## config.mk

```make
export PLATFORM = sky130hd
export DESIGN_NAME = branch_control_seq
export DESIGN_NICKNAME = d
export VERILOG_FILES = /design/src/rtl/branch_control_seq.sv
export SDC_FILE = /design/constraint.sdc
export NUM_CORES = 1
export LEC_CHECK = 0
export ABC_AREA = 0
export CORE_ASPECT_RATIO = 1.5
export CORE_UTILIZATION = 37
export DETAILED_ROUTE_END_ITERATION = 16
export PLACE_DENSITY = 0.91
export SETUP_SLACK_MARGIN = 0.15
export SYNTH_ARGS = -nofsm -noshare
export SYNTH_HDL_FRONTEND = slang
export SYNTH_SLANG_ARGS = --single-unit
```

## constraint.sdc

```tcl
create_clock -name i_clk -period 1.9 [get_ports i_clk]
set_input_delay 0.38 -clock i_clk [delete_from_list [all_inputs] [get_ports i_clk]]
set_output_delay 0.38 -clock i_clk [all_outputs]
set_load 0.005 [all_outputs]
```

## src/rtl/branch_control_seq.sv

```systemverilog
// branch_control_seq: hardwired fetch/execute control sequencer for the branch instruction class
module branch_control_seq #(
  parameter int OPCODE_WIDTH = 5,
  parameter logic [OPCODE_WIDTH-1:0] BR_OPCODE = 5'b10010,
  parameter int MEM_WAIT = 0,
  parameter bit EARLY_EXIT = 1'b1,
  parameter int CNT_WIDTH = 16
)(
  input  logic                 i_clk,
  input  logic                 i_rst_n,
  input  logic                 i_start,
  input  logic                 i_stop,
  input  logic [31:0]          i_ir,
  input  logic                 i_con,
  output logic                 o_pc_out,
  output logic                 o_mar_in,
  output logic                 o_inc_pc,
  output logic                 o_z_in,
  output logic                 o_read,
  output logic                 o_mdr_in,
  output logic                 o_pc_in,
  output logic                 o_zlo_out,
  output logic                 o_mdr_out,
  output logic                 o_ir_in,
  output logic                 o_gra,
  output logic                 o_r_out,
  output logic                 o_con_in,
  output logic                 o_y_in,
  output logic                 o_c_out,
  output logic                 o_run,
  output logic                 o_illegal,
  output logic                 o_br_taken,
  output logic [CNT_WIDTH-1:0] o_instr_count
);
  localparam int WW = (MEM_WAIT > 0) ? $clog2(MEM_WAIT + 1) : 1;
  typedef enum logic [3:0] {S_IDLE, S_T0, S_T1, S_T2, S_T3, S_T4, S_T5, S_T6, S_HALT} state_t;
  state_t r_state, w_next;
  logic [WW-1:0] r_wait;
  logic [CNT_WIDTH-1:0] r_count;
  logic w_last, w_br, w_fail, w_end, w_unused_ir;
  // Condition select bits and operand fields belong to the datapath, not to this sequencer.
  assign w_unused_ir = ^i_ir[31-OPCODE_WIDTH:0];
  assign w_last = r_wait == WW'(MEM_WAIT);
  assign w_br = i_ir[31 -: OPCODE_WIDTH] == BR_OPCODE;
  assign w_fail = !i_con && EARLY_EXIT;
  assign w_end = (r_state == S_T4 && w_fail) || r_state == S_T6;
  // State register
  always_ff @(posedge i_clk or negedge i_rst_n)
    if (!i_rst_n) r_state <= S_IDLE;
    else r_state <= w_next;
  // T1 memory-wait counter; cleared on every cycle that is not a non-final T1 cycle
  always_ff @(posedge i_clk or negedge i_rst_n)
    if (!i_rst_n) r_wait <= '0;
    else r_wait <= (r_state == S_T1 && !w_last) ? r_wait + WW'(1) : '0;
  // Retired-branch counter, wraps naturally
  always_ff @(posedge i_clk or negedge i_rst_n)
    if (!i_rst_n) r_count <= '0;
    else if (w_end) r_count <= r_count + CNT_WIDTH'(1);
  // Next-state decode; Stop only matters at instruction end and beats Start there
  always_comb begin
    w_next = r_state;
    case (r_state)
      S_IDLE: w_next = i_start ? S_T0 : S_IDLE;
      S_T0:   w_next = S_T1;
      S_T1:   w_next = w_last ? S_T2 : S_T1;
      S_T2:   w_next = S_T3;
      S_T3:   w_next = w_br ? S_T4 : S_HALT;
      S_T4:   w_next = w_fail ? (i_stop ? S_IDLE : S_T0) : S_T5;
      S_T5:   w_next = S_T6;
      S_T6:   w_next = i_stop ? S_IDLE : S_T0;
      S_HALT: w_next = S_HALT;
      default: w_next = S_IDLE;
    endcase
  end
  assign o_pc_out      = r_state == S_T0 || (r_state == S_T4 && !w_fail);
  assign o_mar_in      = r_state == S_T0;
  assign o_inc_pc      = r_state == S_T0;
  assign o_z_in        = r_state == S_T0 || r_state == S_T5;
  assign o_read        = r_state == S_T1;
  assign o_mdr_in      = r_state == S_T1 && w_last;
  assign o_pc_in       = (r_state == S_T1 && w_last) || (r_state == S_T6 && i_con);
  assign o_zlo_out     = (r_state == S_T1 && w_last) || r_state == S_T6;
  assign o_mdr_out     = r_state == S_T2;
  assign o_ir_in       = r_state == S_T2;
  assign o_gra         = r_state == S_T3 && w_br;
  assign o_r_out       = r_state == S_T3 && w_br;
  assign o_con_in      = r_state == S_T3 && w_br;
  assign o_y_in        = r_state == S_T4 && !w_fail;
  assign o_c_out       = r_state == S_T5;
  assign o_run         = r_state != S_IDLE && r_state != S_HALT;
  assign o_illegal     = r_state == S_HALT;
  assign o_br_taken    = r_state == S_T6 && i_con;
  assign o_instr_count = r_count;
endmodule

```

# After elaboration in Yosys (flattened, before gate mapping)
# Cells that the tools add are included.
# totals
wordCells	38
inputBits	37
out_inout_bits	34
regBits	21
# op_classes
reduce_logical	15
n_mux	7
bitwise_logic	1
n_addsub	2
eq_ne	10
# ops
cell	n
$pmux W4 S9	1
$add A16 B1 Y16 const B	1
$eq A4 B3 Y1 const B	4
$eq A4 B2 Y1 const B	2
$mux W4	2
$logic_and A1 B1 Y1	7
$eq A5 B5 Y1 const B	1
$logic_or A1 B1 Y1	5
$eq A4 B1 Y1 const B	1
$eq A4 B4 Y1 const B	1
$logic_not A4 Y1	1
$mux W1	4
$ne A4 B4 Y1 const B	1
$reduce_bool A4 Y1	1
$add A1 B1 Y1 const B	1
$logic_not A1 Y1	1
$not A1 Y1	1

# Longest topological paths before layout
# logic_depth
word_depth	3
depth_mapped	5
mapped_depth_nobuf	4

# Worst setup path after synthesis
# No wires, ideal clock.
# synth_timing
kind	input to output
from	input port i_ir[27]
to	output port o_gra
arrival_ps	1338
slack_ps	182
path_stages	4
path_cell_list	nor4b_1 -> nand2_1 -> nor4_1 -> buf_4
# synth_via
elab_chain_len	2
# synth_lines
item	line	rtl
start, declared	13	input logic [31:0] i_ir,
$eq A5 B5 Y1	44	assign w_br = i_ir[31 -: OPCODE_WIDTH] == BR_OPCODE;
$logic_and A1 B1 Y1	n/a	
end, declared	25	output logic o_gra,
# No other way between the ends.

# Worst setup path in the final report
# layout_timing
from	register r_state[2]
to	output port o_z_in
# layout_via
elab_chain_len	2
elab_cells_between_ends	3
# layout_lines
item	line	rtl
start, declared	37	state_t r_state, w_next;
start signal, assigned	50	else r_state <= w_next;
$eq A4 B1 Y1 or $eq A4 B3 Y1 (tied branches)	78	assign o_z_in = r_state == S_T0 || r_state == S_T5;
$logic_or A1 B1 Y1 (*)	78	
end, declared	18	output logic o_z_in,
# Mark *: on every way between the ends. The rest lies on a longest branch, timed or not.

==> flow_metrics.tcl <==
set metrics [dict create \
    criticalPathCategory "flop to primary output" \
    path_clk_slew_ns 0.08 \
    drc 0 \
    syn_area_um2 1220 \
    final_cells 235 \
    routed_wl_um 3500 \
    post_drt_wl_per_cell_um 14.9 \
    slowest_delay_ns 0.47 \
    min_path_type "primary input to asynchronous set/reset pin" \
    worst_pin_slew_ns 0.648 \
    hpwl_um 2070 \
    grt_usage 0.196 \
    p_seq_frac 0.277 \
    intPower_uw 1340 \
    layout.nets 234 \
    htreeDepth 1 \
    r2r_end "o_instr_count[5]" \
    yosys_warnings 0 \
    vias 1206 \
    antenna_found_initial 0 \
    gr-total-overflow 0 \
    diodes 0 \
    startpoint_type "flop" \
    synth_nets 163 \
    clock_skew_ns 0.00370 \
    setup-violations-final 0 \
    syn_inst 125 \
    ys_types 33 \
    grt_pass1_vias 1192 \
    worst-path-buf-inv 4 \
    clk_latency_ns 0.26 \
    synth_edf_count 0 \
    nFillCells 229 \
    comb_power_share 0.588 \
    grt_pass1_wl_um 5380 \
    final-hold-violation-count 0 \
    ys_seq_area_frac 0.432 \
    p_per_area_nw_per_um2 1080 \
    ys_top_cells_by_count "dfrtp_1, nor2_1, inv_1, nand2_1" \
    area.growth.synth_to_final_pct 65.6 \
    rr_startpoint "r_state[1]" \
    status "completed" \
    required_ns 1.52 \
    peakVddDrop_mv 0.549 \
    io_pins 71 \
    num_rows 25 \
    p_sw_uw 841 \
    io_buffers 43 \
    period_needed_ns 1.89 \
    drive_above_1_share 0.477 \
    finalCritPeriodShare 0.994 \
    worstPathArrival_ns 1.51 \
    endpoint_kind "primary output" \
    drt.antenna.violating_nets 0 \
    drv_slew 0 \
    clkSinkCount 21 \
    die_w_um 48.8 \
    placed_cell_area_um2 1770 \
    synth_most_common_cell "dfrtp_1" \
    netlist_top_cells_area "dfrtp_1, xor2_1, xnor2_1" \
    whs_ns 0.472 \
    die-area_um2 3520 \
    core_area_um2 3130 \
    crit_top_cell "buf_6" \
    crit_chain "buf_6, buf_6, inv_4, mux2_4, nor2_2, buf_2" \
    async_reset_ff_frac 1.00 \
    synth_area_per_cell_um2 9.73 \
    critPathTopFamily "flip-flops" \
    swShare 0.386 \
    rsz0062_at_grt "true" \
    yosys.area.top_type "dfrtp_1" \
    cts_made_buffers 3 \
    reg2reg_depth 7 \
    cts-root-buf "clkbuf_8" \
    maxCapViolations 0 \
    grt_max_degree 22 \
    ys_ff_latch 21 \
    max_slew_margin 0.557 \
    final_core_util 0.644 \
    dp_cells 216 \
    cts_max_path_buffers 2 \
    via_per_inst 5.13 \
    stdcell_area_um2 2010 \
    crit_slowest_cell "dfrtp_2" \
    cts_tree "built" \
    start_util 0.389 \
    initialDrtViolationCount 16 \
    r2r_slack_ns 0.20 \
    routabilityCongestion 0.872 \
    clkPwrFrac 0.135 \
    worstPathMaxFanout 5 \
    ys.flop_type "dfrtp_1" \
    synth_top_area_frac 0.432 \
    fmax_mhz 530 \
    cp.depth 6 \
    die_y_um 72.2 \
    firstDrtPassIters 4 \
    power_leakage_uw 0.000953 \
]
power by group through the flow:
stage	sequential, uW	combinational [uW]	clock (uW)
finish	603	1280	295
global route	605	1360	319
CTS	581	1120	308
detailed placement	599	932	0
global placement	596	910	0
floorplan	555	487	0
layout by cell type (no fill, tap or decap), drive strengths merged, types with 5 or more instances in the layout:
master | synthesis | final
nand2 | 9 | 9
clkbuf | 1 | 8
a21oi | 8 | 8
clkdlybuf4s50 | 0 | 19
nor3 | 10 | 10
dfrtp | 21 | 21
nand3 | 5 | 5
xor2 | 8 | 8
nor4 | 5 | 5
nor2 | 12 | 12
buf | 8 | 47
inv | 9 | 9
xnor2 | 7 | 7
layout make-up:
cell class,instances,area (um2),share of cell area
Inverter,9,38.8,0.0193
Multi-Input combinational cell,86,719,0.357
Sequential cell,21,529,0.263
Tap cell,40,50.0,0.0248
Clock inverter,1,7.51,0.00373
Clock buffer,3,41.3,0.0205
Timing Repair Buffer,75,628,0.312
repair_timing:
| item | CTS | global route |
|---|---|---|
| pin swaps | 8 | 5 |
| setup buffers | 14 | 1 |
| endpoints found under the setup margin | 18 | 25 |
| hold buffers | 0 | 0 |
| resized for setup | 76 | 44 |
| gates cloned | 0 | 0 |
registers in the layout, indices dropped and copies added, names as in the netlist:
signal / flops
r_state: 4
o_instr_count: 16
r_wait: 1
through the flow:
step	setup slack [ns]	power [uW]	TNS [ns]
5_1_grt	-0.0116	2280	-0.0210
3_3_place_gp	-0.493	1510	-2.35
6_report	0.0116	2180	0
2_1_floorplan	0.182	1040	0
3_5_place_dp	-0.521	1530	-2.65
4_1_cts	0.00796	2010	0
worst register-to-register path, cell delays in order, from the launching register on:
cell and delay, ns:
dfrtp_2 0.43, buf_4 0.14, buf_4 0.13, nand2b_1 0.24, nand4_4 0.20, buf_4 0.19
nor2_1 0.13, xor2_1 0.17
worst max path at each step:
stage / to / slack (ns) / startpoint
5_1_grt: o_z_in / -0.01 / r_state[2]
3_3_place_gp: o_con_in / -0.49 / i_ir[27]
2_1_floorplan: o_gra / 0.18 / i_ir[27]
3_5_place_dp: o_r_out / -0.52 / i_ir[27]
4_1_cts: o_r_out / 0.008 / r_state[1]
6_report: o_z_in / 0.01 / r_state[2]
per-layer routing:
layer,share of wire,wire [um],global-route usage,up-vias
met2,0.55,1930,0.375,49
met1,0.37,1310,0.210,585
met3,0.043,149,0.0231,14
li1,-,-,-,558
met5,0,0,0,-
met4,0.031,110,0.0980,0
cell families (layout without fill, tap and decap cells):
logic type      after synthesis  count (layout)  share of synthesized area
compound gates               11              11                     0.0525
xor+xnor                     15              15                      0.108
fa+ha+maj                     1               1                     0.0103
buf+inv                      18              88                     0.0741
flops                        21              21                      0.432
mux                           2               2                     0.0185
other cells                   1               1                    0.00308
simple gates                 56              56                      0.301
No activity file was read; power rests on OpenSTA's default activity.
